`config.mk`:
```
export PLATFORM = sky130hd
export DESIGN_NAME = unidade_mul_div
export DESIGN_NICKNAME = d
export VERILOG_FILES = /design/src/rtl/unidade_mul_div_pkg.sv /design/src/rtl/unidade_mul_div_divisor.sv /design/src/rtl/unidade_mul_div.sv
export SDC_FILE = /design/constraint.sdc
export NUM_CORES = 1
export LEC_CHECK = 0
export ABC_CLOCK_PERIOD_IN_PS = 8100
export BUFFER_PORTS_ARGS = -buffer_cell sky130_fd_sc_hd__buf_2
export CAP_MARGIN = 20
export CORE_UTILIZATION = 45
export DETAILED_ROUTE_END_ITERATION = 10
export PLACE_DENSITY = 0.58
export SLEW_MARGIN = 40
export SYNTH_ARGS = -nofsm -noshare
export SYNTH_HDL_FRONTEND = slang
export SYNTH_HIERARCHICAL = 1
export SYNTH_SLANG_ARGS = --single-unit
```
`constraint.sdc`:
```
create_clock -name clk -period 8.1 [get_ports clk]
set_clock_uncertainty 0.1 [all_clocks]
set_input_delay 1.215 -clock clk [delete_from_list [all_inputs] [get_ports clk]]
set_output_delay 1.215 -clock clk [all_outputs]
set_load 0.02 [all_outputs]
```
`src/rtl/unidade_mul_div_pkg.sv`:
```
// pacote_riscv: shared definitions for the RV32M multiply/divide unit.
//   - funct3 codes of the eight M-extension operations
//   - control state encoding (OCIOSO -> CALC -> FIM)
//   - number of radix-2 iterations per operation
package pacote_riscv;

  localparam logic [2:0] F3_MUL    = 3'b000;
  localparam logic [2:0] F3_MULH   = 3'b001;
  localparam logic [2:0] F3_MULHSU = 3'b010;
  localparam logic [2:0] F3_MULHU  = 3'b011;
  localparam logic [2:0] F3_DIV    = 3'b100;
  localparam logic [2:0] F3_DIVU   = 3'b101;
  localparam logic [2:0] F3_REM    = 3'b110;
  localparam logic [2:0] F3_REMU   = 3'b111;

  typedef enum logic [1:0] {
    OCIOSO = 2'b00,
    CALC   = 2'b01,
    FIM    = 2'b10
  } estado_t;

  localparam int unsigned CICLOS_CALC = 32;

  // All divide/remainder codes have funct3[2] set.
  function automatic logic op_e_divisao(input logic [2:0] f3);
    return f3[2];
  endfunction

endpackage

```
`src/rtl/unidade_mul_div_divisor.sv`:
```
// divisor_restaurador: one combinational step of unsigned restoring division.
//   resto_in  : partial remainder (always < divisor on entry)
//   quoc_in   : dividend bits still to shift in (MSB first), quotient bits
//               accumulate at the LSB end
//   divisor   : divisor magnitude
//   resto_out : updated partial remainder
//   quoc_out  : shifted dividend/quotient word with the new quotient bit
module divisor_restaurador #(
  parameter int unsigned XLEN = 32
) (
  input  logic [XLEN-1:0] resto_in,
  input  logic [XLEN-1:0] quoc_in,
  input  logic [XLEN-1:0] divisor,
  output logic [XLEN-1:0] resto_out,
  output logic [XLEN-1:0] quoc_out
);

  logic [XLEN:0] parcial;
  logic [XLEN:0] diferenca;

  // parcial < 2*divisor, so a non-negative difference always fits in XLEN
  // bits and the top bit of the difference is a clean borrow flag.
  always_comb begin
    parcial   = {resto_in, quoc_in[XLEN-1]};
    diferenca = parcial - {1'b0, divisor};
    if (!diferenca[XLEN]) begin
      resto_out = diferenca[XLEN-1:0];
      quoc_out  = {quoc_in[XLEN-2:0], 1'b1};
    end else begin
      resto_out = parcial[XLEN-1:0];
      quoc_out  = {quoc_in[XLEN-2:0], 1'b0};
    end
  end

endmodule

```
`src/rtl/unidade_mul_div.sv`:
```
// unidade_mul_div: iterative RV32M multiply/divide unit.
//   clk, rst     : clock, asynchronous active-high reset
//   start        : operation request, accepted only when idle
//   funct3       : M-extension operation code
//   read1, read2 : rs1 / rs2 operands from the register bank
//   rd_in        : destination register index
//   busy         : high while an operation is in flight (core stalls)
//   done         : one-cycle result-valid pulse
//   wr           : register bank write enable (done with rd != 0)
//   rd           : destination index of the last result
//   write_data   : last result, held until the next completion
module unidade_mul_div
  import pacote_riscv::*;
#(
  parameter int unsigned XLEN = 32
) (
  input  logic            clk,
  input  logic            rst,
  input  logic            start,
  input  logic [2:0]      funct3,
  input  logic [XLEN-1:0] read1,
  input  logic [XLEN-1:0] read2,
  input  logic [4:0]      rd_in,
  output logic            busy,
  output logic            done,
  output logic            wr,
  output logic [4:0]      rd,
  output logic [XLEN-1:0] write_data
);

  localparam logic [XLEN-1:0] MIN_NEG = {1'b1, {(XLEN-1){1'b0}}};

  estado_t           estado;
  logic [5:0]        contador;
  logic [2:0]        op;
  logic [4:0]        rd_lat;
  logic [XLEN-1:0]   mag_a;
  logic [XLEN-1:0]   mag_b;
  logic [XLEN-1:0]   orig_a;
  logic              neg_res;
  logic              neg_rem;
  logic              div_zero;
  logic              div_ovf;
  // Multiply: {partial product high, remaining multiplier bits}.
  // Divide:   {partial remainder, dividend/quotient word}.
  logic [2*XLEN-1:0] acc;

  logic              sinal_a;
  logic              sinal_b;
  logic [XLEN-1:0]   abs_a;
  logic [XLEN-1:0]   abs_b;
  logic              ovf_in;

  logic [XLEN:0]     soma_mul;
  logic [2*XLEN-1:0] acc_mul;
  logic [XLEN-1:0]   resto_div;
  logic [XLEN-1:0]   quoc_div;

  logic [2*XLEN-1:0] produto;
  logic [XLEN-1:0]   quociente;
  logic [XLEN-1:0]   resto;
  logic [XLEN-1:0]   resultado;

  assign busy = (estado != OCIOSO);

  // Operand sign flags and magnitudes, evaluated on the request inputs.
  always_comb begin
    sinal_a = 1'b0;
    sinal_b = 1'b0;
    case (funct3)
      F3_MUL, F3_MULH, F3_DIV, F3_REM: begin
        sinal_a = read1[XLEN-1];
        sinal_b = read2[XLEN-1];
      end
      F3_MULHSU: sinal_a = read1[XLEN-1];
      default: ;
    endcase
    abs_a  = sinal_a ? -read1 : read1;
    abs_b  = sinal_b ? -read2 : read2;
    ovf_in = ((funct3 == F3_DIV) || (funct3 == F3_REM)) &&
             (read1 == MIN_NEG) && (read2 == '1);
  end

  // Shift-add multiply step: add the multiplicand when the current
  // multiplier LSB is set, then shift the whole accumulator right.
  always_comb begin
    soma_mul = {1'b0, acc[2*XLEN-1:XLEN]} + {1'b0, (acc[0] ? mag_a : '0)};
    acc_mul  = {soma_mul, acc[XLEN-1:1]};
  end

  divisor_restaurador #(
    .XLEN(XLEN)
  ) u_divisor (
    .resto_in (acc[2*XLEN-1:XLEN]),
    .quoc_in  (acc[XLEN-1:0]),
    .divisor  (mag_b),
    .resto_out(resto_div),
    .quoc_out (quoc_div)
  );

  // Sign correction and RISC-V special cases.
  always_comb begin
    produto   = neg_res ? -acc : acc;
    quociente = neg_res ? -acc[XLEN-1:0] : acc[XLEN-1:0];
    resto     = neg_rem ? -acc[2*XLEN-1:XLEN] : acc[2*XLEN-1:XLEN];
    resultado = '0;
    case (op)
      F3_MUL:                       resultado = produto[XLEN-1:0];
      F3_MULH, F3_MULHSU, F3_MULHU: resultado = produto[2*XLEN-1:XLEN];
      F3_DIV, F3_DIVU: begin
        if (div_zero)     resultado = '1;
        else if (div_ovf) resultado = MIN_NEG;
        else              resultado = quociente;
      end
      F3_REM, F3_REMU: begin
        if (div_zero)     resultado = orig_a;
        else if (div_ovf) resultado = '0;
        else              resultado = resto;
      end
      default: ;
    endcase
  end

  always_ff @(posedge clk or posedge rst) begin
    if (rst) begin
      estado     <= OCIOSO;
      contador   <= '0;
      op         <= '0;
      rd_lat     <= '0;
      mag_a      <= '0;
      mag_b      <= '0;
      orig_a     <= '0;
      neg_res    <= 1'b0;
      neg_rem    <= 1'b0;
      div_zero   <= 1'b0;
      div_ovf    <= 1'b0;
      acc        <= '0;
      done       <= 1'b0;
      wr         <= 1'b0;
      rd         <= '0;
      write_data <= '0;
    end else begin
      done <= 1'b0;
      wr   <= 1'b0;
      case (estado)
        OCIOSO: begin
          if (start) begin
            estado   <= CALC;
            contador <= '0;
            op       <= funct3;
            rd_lat   <= rd_in;
            mag_a    <= abs_a;
            mag_b    <= abs_b;
            orig_a   <= read1;
            neg_res  <= sinal_a ^ sinal_b;
            neg_rem  <= sinal_a;
            div_zero <= (read2 == '0);
            div_ovf  <= ovf_in;
            acc      <= op_e_divisao(funct3) ? {{XLEN{1'b0}}, abs_a}
                                             : {{XLEN{1'b0}}, abs_b};
          end
        end
        CALC: begin
          contador <= contador + 6'd1;
          // Steps run with contador = 0..31; the cycle at 32 registers the
          // corrected result, so done appears 33 edges after start.
          if (contador == 6'(CICLOS_CALC)) begin
            estado     <= FIM;
            write_data <= resultado;
            rd         <= rd_lat;
            done       <= 1'b1;
            wr         <= (rd_lat != '0);
          end else begin
            acc <= op_e_divisao(op) ? {resto_div, quoc_div} : acc_mul;
          end
        end
        FIM:     estado <= OCIOSO;
        default: estado <= OCIOSO;
      endcase
    end
  end

endmodule

```
==> results_dict.tcl <==
set metrics [dict create \
    run_status "completed" \
    area_growth_pct 9.280 \
    cp.required_ns 8.42 \
    seq_area_frac_synth_pct 29.91 \
    num-nets-final 2467 \
    p_comb_share_pct 61.9 \
    grt_pass1_wl_mm 103.8 \
    drc 0 \
    synth.ff_latch_count 218 \
    worst_slack_ns 3.656 \
    dieHeight_um 203.3 \
    period_needed_ns 4.444 \
    final-setup-viol-count 0 \
    first_pass_iters 5 \
    synth_nets 2471 \
    postSynthAreaPerCell_um2 7.852 \
    switchingPower_w 0.004918 \
    grt_pass1_vias 16880 \
    wl_mm 68.21 \
    finalHoldViolations 0 \
    synth_cell_types 98 \
    die_area_mm2 0.04135 \
    fp.dieW_um 203.3 \
    finalMaxSlewViolations 0 \
    pre_cts_slack_ns 3.792 \
    p_seq_share_pct 23.9 \
    cts_resized 0 \
    end_kind "flip-flop" \
    port_buffers 114 \
    startpoint "acc[31]" \
    postCtsHoldBufs 0 \
    tightest_slew_ns 0.8073 \
    startpoint_type "flip-flop" \
    hold_path_depth 2 \
    fp.coreArea_mm2 0.03982 \
    synth_top_cells_by_count "380 x nand2_1, 218 x dfrtp_1, 211 x o21ai_0" \
    cts_made_buffers 28 \
    cap_violations 0 \
    ys.flop_type "dfrtp_1" \
    worstSetupPathType "reg2reg" \
    cts_tree "done" \
    synth.most_common_cell "nand2_1" \
    rows 73 \
    yosysTopAreaCell "dfrtp_1" \
    layout-drive-gt1-share_pct 11.84 \
    post-route-util_pct 50.06 \
    cts.sinks 218 \
    grt_max_degree 142 \
    post_cts_buffers 0 \
    p_clk_share_pct 14.1 \
    start_util_pct 45.81 \
    maxSlewHeadroom_pct 46.18 \
    p_leak_nw 8.887 \
    drtAntennaViolNets 0 \
    fillers 4031 \
    timing.fmax_mhz 225.0 \
    asyncSetResetFlopFracSynth_pct 100.0 \
    htreeDepth 1 \
    swShare_pct 49.81 \
    hp-start "rd[4]" \
    peakVddDrop_uv 328.7 \
    synth_area_mm2 0.01824 \
    cts-root-buf "clkbuf_16" \
    rr_worst_depth 15 \
    timing.setup.tns_ns 0 \
    overflow 0 \
    synth_area_leaders "dfrtp_1 30%, nand2_1 7.8%, o21ai_0 5.8%" \
    p_int_w 0.004955 \
    drtIter0Drc 1835 \
    syn_inst 2323 \
    synth_edf_count 0 \
    fin_crit_sh_pct 54.86 \
    vias_per_cell 6.198 \
    antenna_found_initial 4 \
    power.density_mw_per_mm2 495.3 \
    wl_per_cell_um 23.79 \
    clk_pin_slew_ns 0.07 \
    rsz0062_at_grt "false" \
    cp.arrival_ns 4.77 \
    dp_hpwl_mm 50.82 \
    min_path_type "reg2reg" \
    netlist.area_leader.share_pct 29.91 \
    clockBufferDepth 3 \
    place_congestion 0.9374 \
    r2r-start "acc[31]" \
    path_max_fanout 24 \
    grt_usage_pct 32.86 \
    yosysWarnings 6 \
    clock_latency_ns 0.59 \
    num_vias 17770 \
    ioPinCount 115 \
    fin_hold_ws_ns 0.3660 \
]
power groups by stage:
stage	clock (W)	combinational (W)	sequential [W]
final	0.00140	0.00611	0.00236
after global routing	0.00145	0.00670	0.00243
after CTS	0.00141	0.00603	0.00236
after detailed placement	0	0.00600	0.00238
after global placement	0	0.00595	0.00236
after floorplan	0	0.00483	0.00205
worst paths after layout:
check	to	slack, ns
min	rd[4]	0.37
min in group asynchronous	done	0.50
max	acc[59]	3.66
min reg2reg	rd[4]	0.37
max in group asynchronous	op[2]	6.23
max reg2reg	acc[59]	3.66
routing by layer:
layer / vias up / part of all wire, % / GRT usage, %
li1: 8259 / - / -
met1: 8660 / 44 / 45.07
met2: 718 / 45 / 52.22
met3: 129 / 7.0 / 4.346
met4: 4 / 4.3 / 13.08
met5: - / 0.034 / 0
cell usage in the layout (no fill, tap or decap), drive strengths merged, types with 56 or more instances in the layout:
cell     n
nand2  380
o21ai  229
dfrtp  218
a21oi  167
nor2   159
buf    142
xor2    94
xnor2   85
nand3   77
ha      71
nor3    66
inv     61
mux2i   56
sequential cells by signal, summed over array words and instances, names as in the netlist, 2 cells and up:
register,cells
acc,64
contador,6
estado,2
mag_a,32
mag_b,32
op,3
orig_a,31
rd,5
rd_lat,5
write_data,32
cells by family after synthesis:
kind of cell / Yosys count / share of synthesized area, %
adders and majority gates: 73 / 5.090
DFF: 218 / 29.91
buffers and inverters: 238 / 6.166
AOI/OAI and AO/OA: 656 / 22.57
xor gates and xnor gates: 179 / 8.595
muxes: 82 / 5.158
and+or+nand+nor: 877 / 22.51
critical path, cell delays in order, from the launching register on:
cell and delay [ns]:
dfrtp_1 0.59, inv_1 0.10, ha_1 0.24, fa_1 0.40, and2b_1 0.24, o2111ai_2 0.13, a21oi_2 0.22, o2111ai_1 0.31
a211oi_2 0.37, nor2_4 0.10, mux2i_4 0.36, and2_4 0.32, inv_8 0.13, mux2_4 0.32, a32oi_1 0.18, o21ai_0 0.11
layout make-up:
type	instances	area, um2	area share, %
multi-input combinational	1867	11720	58.80
sequential	218	5460	27.39
timing repair buffer	143	829.5	4.161
clock buffer	35	757.0	3.797
tap	525	656.9	3.295
clock inverter	16	255.2	1.280
inverter	61	249.0	1.249
antenna	2	5.005	0.02511
stage by stage:
step,area (um2),cells,power [W]
after detailed placement,18880,2813,0.008385
after CTS,19900,2864,0.009808
final,19930,2867,0.009873
after floorplan,18240,2323,0.006881
after global routing,19930,2866,0.01058
after global placement,18830,2812,0.008309
No activity file was read; power rests on OpenSTA's default activity.
